<file path="src/rtl/dm_load_unit.sv">
//==============================================================================
// Module   : dm_load_unit
// Brief    : Single-outstanding data-memory load unit with byte/half extraction,
//            misalignment detection and a bounded wait for the memory ack.
// Revision : 1.0  initial release
//==============================================================================
`default_nettype none

module dm_load_unit #(
   parameter int MAX_WAIT = 255,
   parameter int CNT_W    = 8
) (
   input  logic        clk,
   input  logic        reset,
   input  logic        ld_start,
   input  logic [31:0] ld_addr,
   input  logic [2:0]  ld_type,
   output logic        mem_req,
   output logic [31:0] mem_addr,
   input  logic        mem_ack,
   input  logic [31:0] mem_rdata,
   output logic        ld_busy,
   output logic        ld_valid,
   output logic [31:0] ld_data,
   output logic        ld_misalign,
   output logic        ld_timeout
);

   localparam logic [2:0] T_LW  = 3'd0;
   localparam logic [2:0] T_LH  = 3'd1;
   localparam logic [2:0] T_LB  = 3'd2;
   localparam logic [2:0] T_LHU = 3'd3;
   localparam logic [2:0] T_LBU = 3'd4;

   typedef enum logic [1:0] {
      IDLE = 2'd0,
      REQ  = 2'd1,
      DONE = 2'd2
   } state_t;

   state_t           state;
   state_t           state_next;
   logic [CNT_W-1:0] wait_cnt;
   logic [1:0]       addr_lo;
   logic [2:0]       type_q;
   logic             req_err;
   logic             expire;
   logic [7:0]       byte_sel;
   logic [15:0]      half_sel;
   logic [31:0]      ext_data;

   // Errors are judged on the incoming request so that no memory access is issued.
   always_comb begin
      req_err = 1'b0;
      case (ld_type)
         T_LW:          req_err = (ld_addr[1:0] != 2'b00);
         T_LH, T_LHU:   req_err = ld_addr[0];
         T_LB, T_LBU:   req_err = 1'b0;
         default:       req_err = 1'b1;
      endcase
   end

   assign expire = (wait_cnt == CNT_W'(MAX_WAIT - 1));

   always_comb begin
      byte_sel = mem_rdata[7:0];
      case (addr_lo)
         2'b00:   byte_sel = mem_rdata[7:0];
         2'b01:   byte_sel = mem_rdata[15:8];
         2'b10:   byte_sel = mem_rdata[23:16];
         default: byte_sel = mem_rdata[31:24];
      endcase
      half_sel = addr_lo[1] ? mem_rdata[31:16] : mem_rdata[15:0];
      case (type_q)
         T_LH:    ext_data = {{16{half_sel[15]}}, half_sel};
         T_LB:    ext_data = {{24{byte_sel[7]}}, byte_sel};
         T_LHU:   ext_data = {16'h0000, half_sel};
         T_LBU:   ext_data = {24'h000000, byte_sel};
         default: ext_data = mem_rdata;
      endcase
   end

   always_ff @(posedge clk or posedge reset) begin
      if (reset) state <= IDLE;
      else       state <= state_next;
   end

   always_comb begin
      state_next = state;
      case (state)
         IDLE: if (ld_start) state_next = req_err ? DONE : REQ;
         // An ack on the expiring edge still completes normally.
         REQ:  if (mem_ack || expire) state_next = DONE;
         DONE: state_next = IDLE;
         default: state_next = IDLE;
      endcase
   end

   always_ff @(posedge clk or posedge reset) begin
      if (reset) begin
         mem_req     <= 1'b0;
         mem_addr    <= 32'h0;
         ld_data     <= 32'h0;
         ld_misalign <= 1'b0;
         ld_timeout  <= 1'b0;
         wait_cnt    <= '0;
         addr_lo     <= 2'b00;
         type_q      <= 3'd0;
      end else begin
         case (state)
            IDLE: begin
               if (ld_start) begin
                  addr_lo  <= ld_addr[1:0];
                  type_q   <= ld_type;
                  wait_cnt <= '0;
                  if (req_err) begin
                     ld_misalign <= 1'b1;
                     ld_data     <= 32'h0;
                  end else begin
                     mem_req  <= 1'b1;
                     mem_addr <= {ld_addr[31:2], 2'b00};
                  end
               end
            end
            REQ: begin
               if (mem_ack) begin
                  ld_data <= ext_data;
                  mem_req <= 1'b0;
               end else if (expire) begin
                  ld_data    <= 32'h0;
                  ld_timeout <= 1'b1;
                  mem_req    <= 1'b0;
               end else begin
                  wait_cnt <= wait_cnt + CNT_W'(1);
               end
            end
            DONE: begin
               ld_misalign <= 1'b0;
               ld_timeout  <= 1'b0;
            end
            default: begin
               mem_req <= 1'b0;
            end
         endcase
      end
   end

   assign ld_busy  = (state != IDLE);
   assign ld_valid = (state == DONE);

endmodule

`default_nettype wire

</file>
<file path="config.mk">
export PLATFORM = sky130hd
export DESIGN_NAME = dm_load_unit
export DESIGN_NICKNAME = d
export VERILOG_FILES = /design/src/rtl/dm_load_unit.sv
export SDC_FILE = /design/constraint.sdc
export NUM_CORES = 1
export LEC_CHECK = 0
export CORE_ASPECT_RATIO = 2
export CORE_MARGIN = 2
export CORE_UTILIZATION = 40
export DETAILED_ROUTE_END_ITERATION = 16
export HOLD_SLACK_MARGIN = 0.08
export PLACE_DENSITY = 0.8
export SLEW_MARGIN = 30
export SYNTH_ARGS = -nofsm -noshare
export SYNTH_HDL_FRONTEND = slang
export SYNTH_SLANG_ARGS = --single-unit
</file>
<file path="constraint.sdc">
create_clock -name clk -period 4.7 [get_ports clk]
set_input_delay 0.705 -clock clk [delete_from_list [all_inputs] [get_ports clk]]
set_output_delay 0.705 -clock clk [all_outputs]
set_load 0.01 [all_outputs]
</file>
* Word-level counts from Yosys, hierarchy flattened
Index checks and enable logic that the tools add are counted.
** Word-level totals
- Register bits :: 80
- Bits of input ports :: 71
- Output and inout port bits :: 69
- Word-level logic and storage cells :: 80
** Operators by class
- Multiplexer cells :: 28
- $add $sub $neg :: 1
- Bitwise operators :: 2
- Reduce and logical (&&, ||, !) cells :: 19
- Equality and inequality tests :: 21
** Operators with widths (number)
- $mux 32 :: 4
- $pmux 32 s4 :: 1
- $pmux 32 s2 :: 1
- $mux 8 :: 3
- $pmux 8 s3 :: 1
- $mux 16 :: 1
- $pmux 8 s2 :: 1
- $ne 2x2->1 const B :: 7
- $eq 3x2->1 const B :: 4
- $reduce_and 4->1 :: 3
- $reduce_bool 2->1 :: 5
- $reduce_and 3->1 :: 3
- $add 8x1->8 const B :: 1
- $eq 8x8->1 const B :: 1
- $mux 1 :: 8
- $eq 3x1->1 const B :: 2
- $eq 3x3->1 const B :: 2
- $mux 2 :: 3
- $pmux 1 s3 :: 2
- $eq 2x1->1 const B :: 2
- $eq 2x2->1 const B :: 2
- $logic_not 2->1 :: 2
- $pmux 1 s2 :: 2
- $pmux 2 s2 :: 1
- other kinds (6) :: 9

* Depth between registers and ports, before layout
Gate-level depths: netlist (run 1).
- Depth after elaboration :: 6
- Gate-level depth with buffers :: 7
- Depth with buffers taken out :: 6

* Least setup slack after synthesis (run 1)
Ideal clock, no wire load.
- Kind :: input-to-reg
- Start :: in ld_addr[1]
- End :: reg mem_addr[11]
- Path buffers :: 1
- Required time :: 4.575 ns
- Arrival time :: 1.774 ns
- Library setup time :: 0.125 ns
- Slack :: 2.801 ns
- Stages :: 5
- Cell sequence :: nor2b_1 -> o32a_1 -> nand2b_4 -> buf_6 -> mux2_4
** On the way
- Word-level cells in the longest chain between the ends :: 4
** Ends and longest elaborated chain
- start: declaration :: line 16 : input logic [31:0] ld_addr,
- $reduce_bool 2->1 :: line 56 : T_LW: req_err = (ld_addr[1:0] != 2'b00);
- $pmux 1 s3 :: line 55 : case (ld_type)
- $not 1->1 (no source line)
- $reduce_and 3->1 (no source line)
- end signal: assignment :: line 121 : mem_addr <= {ld_addr[31:2], 2'b00};
- end: declaration :: line 19 : output logic [31:0] mem_addr,
Every way passes these cells.
A chain may end at the register's enable or synchronous reset.

* Worst setup path after layout (run 1)
- Start :: in ld_type[0]
- End :: reg ld_data[10]
** On the way
- Word-level cells in the longest chain between the ends :: 5
- Elaborated cells between the ends (all ways) :: 10
- Classes of those cells :: 5 x eq/ne; 1 x mux; 4 x reduce/logical
** Ends and longest elaborated chain
- start: declaration :: line 17 : input logic [2:0] ld_type,
- $eq 3x2->1, or another cell as far along :: line 55
- $reduce_or 2->1 :: line 55
- $pmux 1 s3 (*) :: line 55
- $ne 2x2->1 (no source line) (*)
- $reduce_and 4->1 (no source line) (*)
- end signal: assignment :: line 127 : ld_data <= ext_data;
- end: declaration :: line 24 : output logic [31:0] ld_data,
Mark *: on every way between the ends. The rest lies on a longest branch, timed or not.

==> out/metrics.cfg, run 1 <==
[floorplanning]
fp.dieArea_um2=11100
pin_count=140
initial_core_util_pct=40.9
placementRows=52
die_w_um=75.6
die_y_um=147
core_area_um2=10000

[finish]
multi_input_area_um2=1900
final_common_cell=clkdlybuf4s50_1
num-nets-final=533
final.fill_count=883
fin_util_pct=57.9
final_cell_mix=clkdlybuf4s50_1, dfrtp_1, nor2_1, mux2_4, nand2_1
antennaDiodeCount=0
drive_above_1_share_pct=14.4
area_delta_synth_final_pct=41.7
fin_area_um2=5800
seqCellArea_um2=2000

[grt]
antenna_found_initial=0
grt_max_degree=42
grt_pass1_wl_um=17300
grt.total_usage_pct=20.3
overflow=0
grt_pass1_vias=3507

[worst_hold_path]
whs_path_depth=1
hp-class=flop to flop

[synthesis]
ys.flop_type=dfrtp_1
ys_seq_area_share_pct=48.9
avgSynthCellArea_um2=12.4
synth-async-reset-ratio_pct=100
synth.cell_area_um2=4100
yosys_warnings=0
netlist_instances=331
synth.distinct_cells=60
yosys-top-cells-area=dfrtp_1, mux2_4, o2bb2ai_1
yosysTopAreaCell=dfrtp_1
yosys.area.top_type_share_pct=48.9
synth_edf_count=0
ys_seq_elements=80

[cts]
clkLatencyLatePin_ns=0.33
cts_sinks=80
holdBufCountCts=0
clkTransAtPathRegs_ns=0.06
htree_levels=3
numCtsBuffers=9
tritoncts=built
cts_setup_buffers=0
cts_resized=0
cts_root_buf=clkbuf_16
clk_path_buf_depth=2

[sta]
rsz0062_at_grt=no
finalCritPeriodShare_pct=51.9
skew_ns=0.0102
relSlewSlack_pct=38.3
max_freq_mhz=410
finalCriticalPeriod_ns=2.44
tns_ns=0
hold_violations=0
whs_ns=0.488
worst_slew_pin_slew_ns=0.926
setup_violations=0
maxSlewViolCount=0

[place]
gp_congestion=0.879
portBuffers=137
place_hpwl_um=7880
post_dp_cell_area_um2=5490

[drt]
drc_errors=0
ant_nets=0
post_drt_wl_per_cell_um=17.8
routed_via_density=5.37
drt_iter0_drc=230
firstDrtPassIters=4
vias=3220
routed_wl_um=10700

[power]
fin_total_pwr_w=0.00325
peakVddDrop_v=0.000266
p_leak_nw=2.49
power_density_nw_per_um2=561

[setup_path]
path_depth=5
r2r_setup_slack_ns=2.32
crit_path_max_incr_delay_ns=0.74
worst-path-buf-inv=1
crit_type=input pin to flop
critPathTopFamily=compound AO/OA/AOI/OAI gates
slowest_stage=a22oi_4
crit_fanout=33
reg2reg_depth=4
cp.required_ns=4.96
crit_chain=clkdlybuf4s50_1 -> nor2b_1 -> o32a_1 -> a22oi_4 -> a22o_1
worstPathArrival_ns=2.70
start_kind=input pin
cp-end-kind=flop

[outcome]
status=finished clean

[run]
cap_violations=0

==> layout make-up <==
| type | count | area share (%) |
|---|---|---|
| flip-flops and latches | 80 | 34.5 |
| multi-input cells | 223 | 32.7 |
| repair buffers | 140 | 24.0 |
| clock buffers | 12 | 4.59 |
| well taps | 135 | 2.91 |
| clock inverters | 4 | 0.884 |
| inverters | 6 | 0.410 |
==> layer usage <==
metal | global-route usage (%) | vias up | routed length [um]
li1 | - | 1481 | -
met4 | 9.65 | 0 | 324
met1 | 22.4 | 1582 | 3890
met5 | 0 | - | 0
met2 | 35.1 | 134 | 5780
met3 | 4.94 | 23 | 668
==> metrics by stage <==
stage / cells / setup WS [ns]
CTS: 600 / 2.29
finish: 600 / 2.26
floorplan: 332 / 1.94
global placement: 584 / 1.96
detailed placement: 584 / 1.94
global route: 600 / 2.20
==> cells in the mapped netlist, drive strengths merged, types with 3 or more instances <==
library cell and instances:
dfrtp 80, mux2 30, nor2 30, nand2 25
o2bb2ai 24, buf 18, o21ai 13, mux4 8
o21a 8, mux2i 7, nand3 7, inv 6
o221ai 6, a22o 5, a32o 5, o22ai 5
clkbuf 4, xnor2 4, nand2b 3, o31ai 3
==> kinds of logic after synthesis <==
group / count (synthesis) / share of synthesized area [%]
flip-flops: 80 / 48.9
buffers and inverters: 29 / 4.92
multiplexers: 45 / 17.1
other: 1 / 0.0915
XOR/XNOR: 6 / 1.28
AO/OA/AOI/OAI: 82 / 16.2
adder cells (fa/ha/maj): 2 / 0.611
AND/OR/NAND/NOR: 86 / 10.9
==> final timing paths <==
path,from,end
min reg2reg,ld_data[7],ld_data[7]
max reg2reg,type_q[2],ld_data[11]
max,ld_type[0],ld_data[10]
min in group asynchronous,reset,ld_data[25]
max in group asynchronous,reset,ld_data[3]
min,ld_data[7],ld_data[7]
==> flip-flops by register name (all words and copies together) (netlist names) <==
register and flops:
ld_timeout 1, wait_cnt 8, mem_addr 30, type_q 3, ld_data 32, ld_misalign 1, mem_req 1, addr_lo 2
state 2
==> where the power goes <==
part / switching (W) / total [W] / internal [W] / leakage (nW)
Sequential: 0.000204 / 0.00114 / 0.000934 / 1.02
Clock: 0.000269 / 0.000723 / 0.000455 / 0.155
Combinational: 0.000573 / 0.00139 / 0.000819 / 1.32
Total: 0.00105 / 0.00325 / 0.00221 / 2.49
No activity file was read; power rests on OpenSTA's default activity.
==> run 2, diff against run 1 <==
PLACE_DENSITY = 0.83   (was 0.8)
clock period = 2.1 ns   (was 4.7 ns; I/O delays follow)
==> run 2 against run 1 <==
Largest power group unchanged. Largest cell class unchanged. Via count is 1.2% higher. Clock power grew to 2.6 times the previous value. Hold slack worse by 0.058 ns. First-iteration DRC count is 32% lower.
==> out/metrics.cfg, run 2 (synthesis results as in run 1) <==
[sta]
max_freq_mhz=506
setup_violations=0  ; unchanged
hold_violations=0  ; unchanged
skew_ns=0.00958  ; -0.000568 ns
fin_ws_ns=0.124  ; -2.14 ns
worst_slew_pin_slew_ns=0.858  ; -0.0684 ns
relSlewSlack_pct=42.4  ; +4.2 points
maxSlewViolCount=0  ; unchanged
finalCriticalPeriod_ns=1.98
tns_ns=0  ; unchanged
rsz0062_at_grt=no
finalCritPeriodShare_pct=94.1

[worst_hold_path]
hp-class=input pin to async pin

[cts]
holdBufCountCts=0  ; unchanged
cts_root_buf=clkbuf_16
htree_levels=3  ; unchanged
numCtsBuffers=9  ; unchanged
cts_setup_buffers=0  ; unchanged
cts_sinks=80  ; unchanged
clk_path_buf_depth=2  ; unchanged
clkLatencyLatePin_ns=0.33  ; about the same
cts_resized=0  ; unchanged
clkTransAtPathRegs_ns=0.06  ; about the same
tritoncts=built

[finish]
num-nets-final=548  ; +2.8%
multi_input_area_um2=1900  ; unchanged
top_regs=ld_data x32, mem_addr x30, wait_cnt x8
final_common_cell=clkdlybuf4s50_1
fin_util_pct=59.9  ; +2.0 points
largest_reg_flops=32  ; unchanged
fin_cells=615  ; +2.5%
largest_register=ld_data
antennaDiodeCount=0  ; unchanged
area_delta_synth_final_pct=46.5
final.fill_count=820  ; -7.1%
fin_area_um2=6000  ; +3.4%
drive_above_1_share_pct=16.7  ; +2.3 points
final_cell_mix=clkdlybuf4s50_1, dfrtp_1, nor2_1, mux2_4, nand2_1
seqCellArea_um2=2000  ; unchanged

[setup_path]
cp-end-kind=output port
crit_fanout=6  ; -82%
start_kind=flop
worstPathArrival_ns=1.66  ; -1.04 ns
r2r-start=addr_lo[0]
r2r_setup_slack_ns=0.18  ; -2.14 ns
crit_type=flop to output port
r2r_end=ld_data[11]
cp.required_ns=1.78  ; -3.18 ns
reg2reg_depth=4  ; unchanged

[outcome]
status=finished clean

[place]
post_dp_cell_area_um2=5640  ; +2.8%
dpl.cell_count=599  ; +2.6%
place_ws_ns=0.0503  ; -1.89 ns
place_hpwl_um=7860  ; -0.20%
gp_congestion=0.896  ; +2.0%
portBuffers=137  ; unchanged

[drt]
routed_via_density=5.30  ; -1.2%
vias=3260  ; +1.2%
firstDrtPassIters=4  ; unchanged
drc_errors=0  ; unchanged
ant_nets=0  ; unchanged
routed_wl_um=10700  ; unchanged
drt_iter0_drc=157  ; -32%
post_drt_wl_per_cell_um=17.3  ; -2.4%

[grt]
grt_max_degree=81  ; +93%
grt_pass1_vias=3360  ; -4.2%
grt.total_usage_pct=20.2  ; -0.16 points
grt_pass1_wl_um=17100  ; -1.2%
antenna_found_initial=0  ; unchanged
overflow=0  ; unchanged

[floorplanning]
fp.dieArea_um2=11100  ; unchanged
core_area_um2=10000  ; unchanged
pin_count=140  ; unchanged
initial_core_util_pct=40.9  ; unchanged
placementRows=52  ; unchanged
die_w_um=75.6  ; unchanged
die_y_um=147  ; unchanged

[power]
peakVddDrop_v=0.000715  ; +170%
clkPwrFrac_pct=24.8  ; +2.6 points
p_leak_nw=2.59  ; +4.1%
combPwrFrac_pct=42.4  ; -0.4 points
p_sw_share_pct=30.7  ; -1.4 points
switching_power_w=0.00235  ; +130%
p_int_w=0.00531  ; +140%
power_density_nw_per_um2=1280  ; +130%
seqPwrFrac_pct=32.8  ; -2.2 points

[run]
cap_violations=0  ; unchanged

## run 2: area by class of cell
class	instances	area share, %
Inverter	6	0.438
Clock buffer	11	3.88
Tap cell	135	2.82
Sequential cell	80	33.4
Multi-Input combinational cell	223	31.6
Timing Repair Buffer	155	25.7
Clock inverter	5	2.15
## run 2: worst max-delay path by stage
stage                      from           end  cells past startpoint
finish                 state[1]      ld_valid                      3
detailed placement   ld_type[2]  mem_addr[24]                      6
CTS                    state[1]      ld_valid                      3
floorplan           wait_cnt[0]    ld_data[8]                      7
global placement     ld_type[2]  mem_addr[26]                      6
global route           state[1]      ld_valid                      3
## run 2: critical path, cell delays in order (launching register included)
cell	delay (ns)
dfrtp_1	0.46
inv_1	0.15
nor2_1	0.15
clkdlybuf4s50_1	0.57
## run 2: through the flow
step | total power (W) | hold WS, ns
after floorplan | 0.00419 | 0.420
after global placement | 0.00571 | 0.472
after detailed placement | 0.00579 | 0.473
after CTS | 0.00773 | 0.453
after global routing | 0.00807 | 0.478
final | 0.00767 | 0.430
## run 2: power by group through the flow
stage	Clock [W]	Sequential, W	Combinational (W)
global route	0.00199	0.00259	0.00349
global placement	0	0.00251	0.00320
finish	0.00190	0.00251	0.00325
CTS	0.00193	0.00252	0.00328
floorplan	0	0.00266	0.00153
detailed placement	0	0.00252	0.00327
## run 2: layer usage
layer	up-vias	track usage (%)	part of all wire, %
li1	1509	-	-
met1	1597	23.9	37
met2	125	32.5	53
met3	29	5.56	6.7
met4	0	10.3	3.2
met5	-	0	0
